`config.mk`:
```
export PLATFORM = sky130hd
export DESIGN_NAME = seq_restoring_divider
export DESIGN_NICKNAME = d
export VERILOG_FILES = /design/src/rtl/seq_restoring_divider.sv
export SDC_FILE = /design/constraint.sdc
export NUM_CORES = 1
export LEC_CHECK = 0
export BUFFER_PORTS_ARGS = -buffer_cell sky130_fd_sc_hd__buf_4
export CAP_MARGIN = 15
export CORE_UTILIZATION = 50
export CTS_CLUSTER_DIAMETER = 30
export DETAILED_ROUTE_END_ITERATION = 8
export PLACE_DENSITY_LB_ADDON = 0.05
export SYNTH_ARGS = -nofsm -noshare
export SYNTH_HDL_FRONTEND = slang
export SYNTH_SLANG_ARGS = --single-unit
export TNS_END_PERCENT = 5
```
`constraint.sdc`:
```
create_clock -name clk_i -period 4.6 [get_ports clk_i]
set_clock_uncertainty 0.1 [all_clocks]
set_input_delay 0.23 -clock clk_i [delete_from_list [all_inputs] [get_ports clk_i]]
set_output_delay 0.23 -clock clk_i [all_outputs]
set_load 0.03 [all_outputs]
```
`src/rtl/seq_restoring_divider.sv`:
```
// Iterative unsigned restoring divider: one quotient bit per clock.
// Divide-by-zero is flagged after a single cycle, with an all-ones quotient.
module seq_restoring_divider #(
  parameter int WIDTH = 8,
  parameter int CNT_W = $clog2(WIDTH + 1)
) (
  input  logic             clk_i,
  input  logic             rst_i,
  input  logic             start_i,
  input  logic [WIDTH-1:0] dividend_i,
  input  logic [WIDTH-1:0] divisor_i,
  output logic             busy_o,
  output logic             done_o,
  output logic [WIDTH-1:0] quotient_o,
  output logic [WIDTH-1:0] remainder_o,
  output logic             div_by_zero_o
);

  typedef enum logic [1:0] {IDLE, RUN, DZ} state_t;

  state_t           state, state_next;
  logic [CNT_W-1:0] cnt, cnt_next;
  logic [WIDTH:0]   rem, rem_next;
  logic [WIDTH-1:0] quo, quo_next;
  logic [WIDTH-1:0] dvsr, dvsr_next;
  logic [WIDTH-1:0] quot_out_next, rem_out_next;
  logic             dz_next, done_next;
  logic [2*WIDTH:0] shifted;
  logic [WIDTH:0]   trial;

  always_ff @(posedge clk_i or posedge rst_i) begin
    if (rst_i) state <= IDLE;
    else       state <= state_next;
  end

  always_comb begin
    state_next    = state;
    cnt_next      = cnt;
    rem_next      = rem;
    quo_next      = quo;
    dvsr_next     = dvsr;
    quot_out_next = quotient_o;
    rem_out_next  = remainder_o;
    dz_next       = div_by_zero_o;
    done_next     = 1'b0;
    // The partial remainder is one bit wider than the divisor, so the trial
    // subtraction's MSB is a clean borrow flag.
    shifted       = {rem, quo} << 1;
    trial         = shifted[2*WIDTH:WIDTH] - {1'b0, dvsr};

    case (state)
      IDLE: begin
        if (start_i) begin
          quo_next  = dividend_i;
          dvsr_next = divisor_i;
          rem_next  = '0;
          if (divisor_i == '0) begin
            state_next = DZ;
            cnt_next   = '0;
          end else begin
            state_next = RUN;
            cnt_next   = CNT_W'(WIDTH);
          end
        end
      end
      RUN: begin
        if (!trial[WIDTH]) begin
          rem_next = trial;
          quo_next = {shifted[WIDTH-1:1], 1'b1};
        end else begin
          rem_next = shifted[2*WIDTH:WIDTH];
          quo_next = {shifted[WIDTH-1:1], 1'b0};
        end
        cnt_next = cnt - CNT_W'(1);
        if (cnt == CNT_W'(1)) begin
          quot_out_next = quo_next;
          rem_out_next  = rem_next[WIDTH-1:0];
          dz_next       = 1'b0;
          done_next     = 1'b1;
          state_next    = IDLE;
        end
      end
      DZ: begin
        quot_out_next = '1;
        rem_out_next  = quo;
        dz_next       = 1'b1;
        done_next     = 1'b1;
        state_next    = IDLE;
      end
      default: state_next = IDLE;
    endcase
  end

  always_ff @(posedge clk_i or posedge rst_i) begin
    if (rst_i) begin
      cnt           <= '0;
      rem           <= '0;
      quo           <= '0;
      dvsr          <= '0;
      quotient_o    <= '0;
      remainder_o   <= '0;
      div_by_zero_o <= 1'b0;
      done_o        <= 1'b0;
    end else begin
      cnt           <= cnt_next;
      rem           <= rem_next;
      quo           <= quo_next;
      dvsr          <= dvsr_next;
      quotient_o    <= quot_out_next;
      remainder_o   <= rem_out_next;
      div_by_zero_o <= dz_next;
      done_o        <= done_next;
    end
  end

  assign busy_o = (state != IDLE);

endmodule
```
==> qor.txt <==
Cell Area, Synth: 2630 µm²
final net count: 341
Post-DP Area: 2980 µm²
RR Endpoint: remainder_o[0]
total global-route track usage: 22.6%
detailed-route DRC error count: 0
Yosys warnings: 0
asr flop ratio synth: 100%
largest net degree at the start of global routing: 49
period utilization: 57.7%
WL per Instance: 15.3 µm
first-pass GRT wire length: 9230 µm
Post CTS Setup Buffer Count: 0
Seq/Total Area, Yosys: 45.7%
crit end category: flop
clk_lat worst skew: 0.30 ns
Leak: 1.46 nW
Hold Crit Depth: 2
initial antenna violation count: 0
# fillers: 482
MaxCap Viol Count: 0
WP data required: 4.73 ns
FF-to-FF Start: quo[7]
Final Instance Count excl. Fillers: 379
total die area: 5550 µm²
Slew @ Worst Pin: 0.677 ns
number of flops mapped to enable cells by yosys: 0
Final ANT Viol Nets: 0
RePlAce Congestion: 0.866
CTS tree: done
hpwl dp: 4120 µm
Post-Synth XOR/XNOR Area: 1.67%
final setup fails: 0
fin area: 3100 µm²
post-cts resize count: 0
vias in the first global route: 1,948
die width: 74.5 µm
H-tree Lvls: 2
Area Growth Syn to Fin: 18.0%
Synth Area in Simple Gates: 14.7%
Worst Hold Endpoint: dvsr[2]
Clock Path Buffers: 2
Clock Pin Slew Worst Setup and Hold Paths: 0.09 ns
Power Density: 748 nW/µm²
antenna diode instance count: 0
top-count cell post-synth: dfrtp_1
hold path startpoint: divisor_i[2]
combinational family with the most area after synthesis: compound AO/OA/AOI/OAI gates
total grt overflow: 0
first-pass detailed-route iteration total: 4
crit path launch type: flop
layout cells sized above 1: 24.3%
PortBufs: 37
Synth Register Bits: 48
core region area: 5070 µm²
R2R depth: 10
Synth Area per Inst: 9.78 µm²
mux cell area share after synthesis: 11.1%
final WL: 5800 µm
Arrival @ worst endpoint: 2.78 ns
Yosys cell types: 48
Hold Path Class: in2reg
worst-path fanout max: 9
max_slew headroom: 54.9%
outcome: finished, final reports clean
Setup CP Type: reg2reg
I/O Pins: 38
largest area contributor in the netlist: dfrtp_1
crit path from: quo[7]
chip height: 74.5 µm
DR vias: 2,071
final hold violations: 0
ys flop type: dfrtp_1
Iter 0 DRT Violations: 91
Initial Util: 51.8%
min Tclk post-route: 2.65 ns
top cells by area, synth: dfrtp_1, ha_1, mux2i_1, mux2_2, nand2_1
RSZ-0062 raised after global routing: no
Synth Instances: 269
Fmax: 377 MHz
adder-cell area share of the yosys netlist: 6.95%
fin. max-slew vios: 0
routed vias/inst: 5.46
CTS Buf Count: 5
post-synth top area share: 45.7%
post-route setup TNS: 0 ns
Inst Count DP: 369
Synth top cells by count: dfrtp_1, nand2_1, a21oi_1, o21ai_0, inv_1
Compound-Gate Fraction of Synth Area: 16.0%
VDD IR max: 0.367 mV
clk root buf: clkbuf_8
Post-Syn Nets: 302
# hold bufs at CTS: 0
row cnt: 26
CTS Sinks: 48
flop-to-flop setup slack: 1.95 ns
-- stage by stage --
step	power, mW	setup WS [ns]	utilization (%)	hold WS [ns]
3_3_place_gp	2.05	2.00	58.7	0.369
4_1_cts	2.34	1.92	60.6	0.0583
3_5_place_dp	2.07	1.95	58.7	0.379
5_1_grt	2.51	1.71	61.1	0.0616
6_report	2.32	1.95	61.1	0.0640
2_1_floorplan	1.72	2.14	-	0.276
-- cells in the final DEF (no fill, tap or decap), types with 2 or more instances in the layout --
cell,count
xor2_1,2
xnor2_1,3
or2_2,8
o22a_1,2
nand3b_1,2
clkbuf_8,6
nand2b_1,5
nand2_1,29
inv_1,16
ha_1,13
a21oi_1,21
mux2i_1,15
nand3_1,3
nor3_1,2
nor4_1,2
o21ai_0,20
o22ai_1,12
nor2_1,14
buf_4,40
mux2_2,10
and2_1,2
nor2b_1,2
dfrtp_1,48
o21ai_1,4
-- cell families (layout without fill, tap and decap cells) --
| group | Yosys count | count (layout) |
|---|---|---|
| compound gates | 71 | 71 |
| xor+xnor | 5 | 5 |
| fa+ha+maj | 14 | 14 |
| buf+inv | 27 | 67 |
| flops | 48 | 48 |
| mux | 27 | 27 |
| simple gates | 77 | 77 |
-- power breakdown --
group / leakage (nW) / switching [mW] / internal, mW
registers: 0.573 / 0.142 / 0.597
clock network: 0.0445 / 0.144 / 0.122
logic: 0.844 / 0.747 / 0.570
-- critical path, cell delays in order (launching register included) --
cell	delay, ns
dfrtp_1	0.39
inv_1	0.10
ha_1	0.17
inv_1	0.05
fa_1	0.43
a211oi_2	0.26
nor3_2	0.08
mux2i_2	0.18
nor2_4	0.32
mux2_4	0.34
o22ai_1	0.15
-- layout make-up --
type | instances | area, µm² | share of cell area, %
clock buffers | 7 | 86.3 | 2.78
clock inverters | 1 | 7.51 | 0.242
inverters | 17 | 63.8 | 2.06
multi-input cells | 194 | 1330 | 42.7
flip-flops and latches | 48 | 1200 | 38.7
well taps | 70 | 87.6 | 2.82
repair buffers | 42 | 330 | 10.6
-- flip-flops by register name (all words and copies together), names as in the netlist --
register,cells
state,2
div_by_zero_o,1
cnt,4
dvsr,8
remainder_o,8
quo,8
quotient_o,8
done_o,1
rem,8
-- worst max-delay path by stage --
stage                     end  slack [ns]  depth (start not counted)
2_1_floorplan  remainder_o[0]        2.14                         10
3_3_place_gp   remainder_o[0]        2.00                         10
3_5_place_dp   remainder_o[0]        1.95                         10
4_1_cts        remainder_o[0]        1.92                         10
5_1_grt        remainder_o[7]        1.71                         10
6_report       remainder_o[0]        1.95                         10
-- metal layers --
layer,global-route usage (%),part of all wire [%]
met1,29.7,45
met2,36.1,49
met3,5.01,3.5
met4,9.85,2.2
met5,0,0
Power figures use the tool's default switching activity.
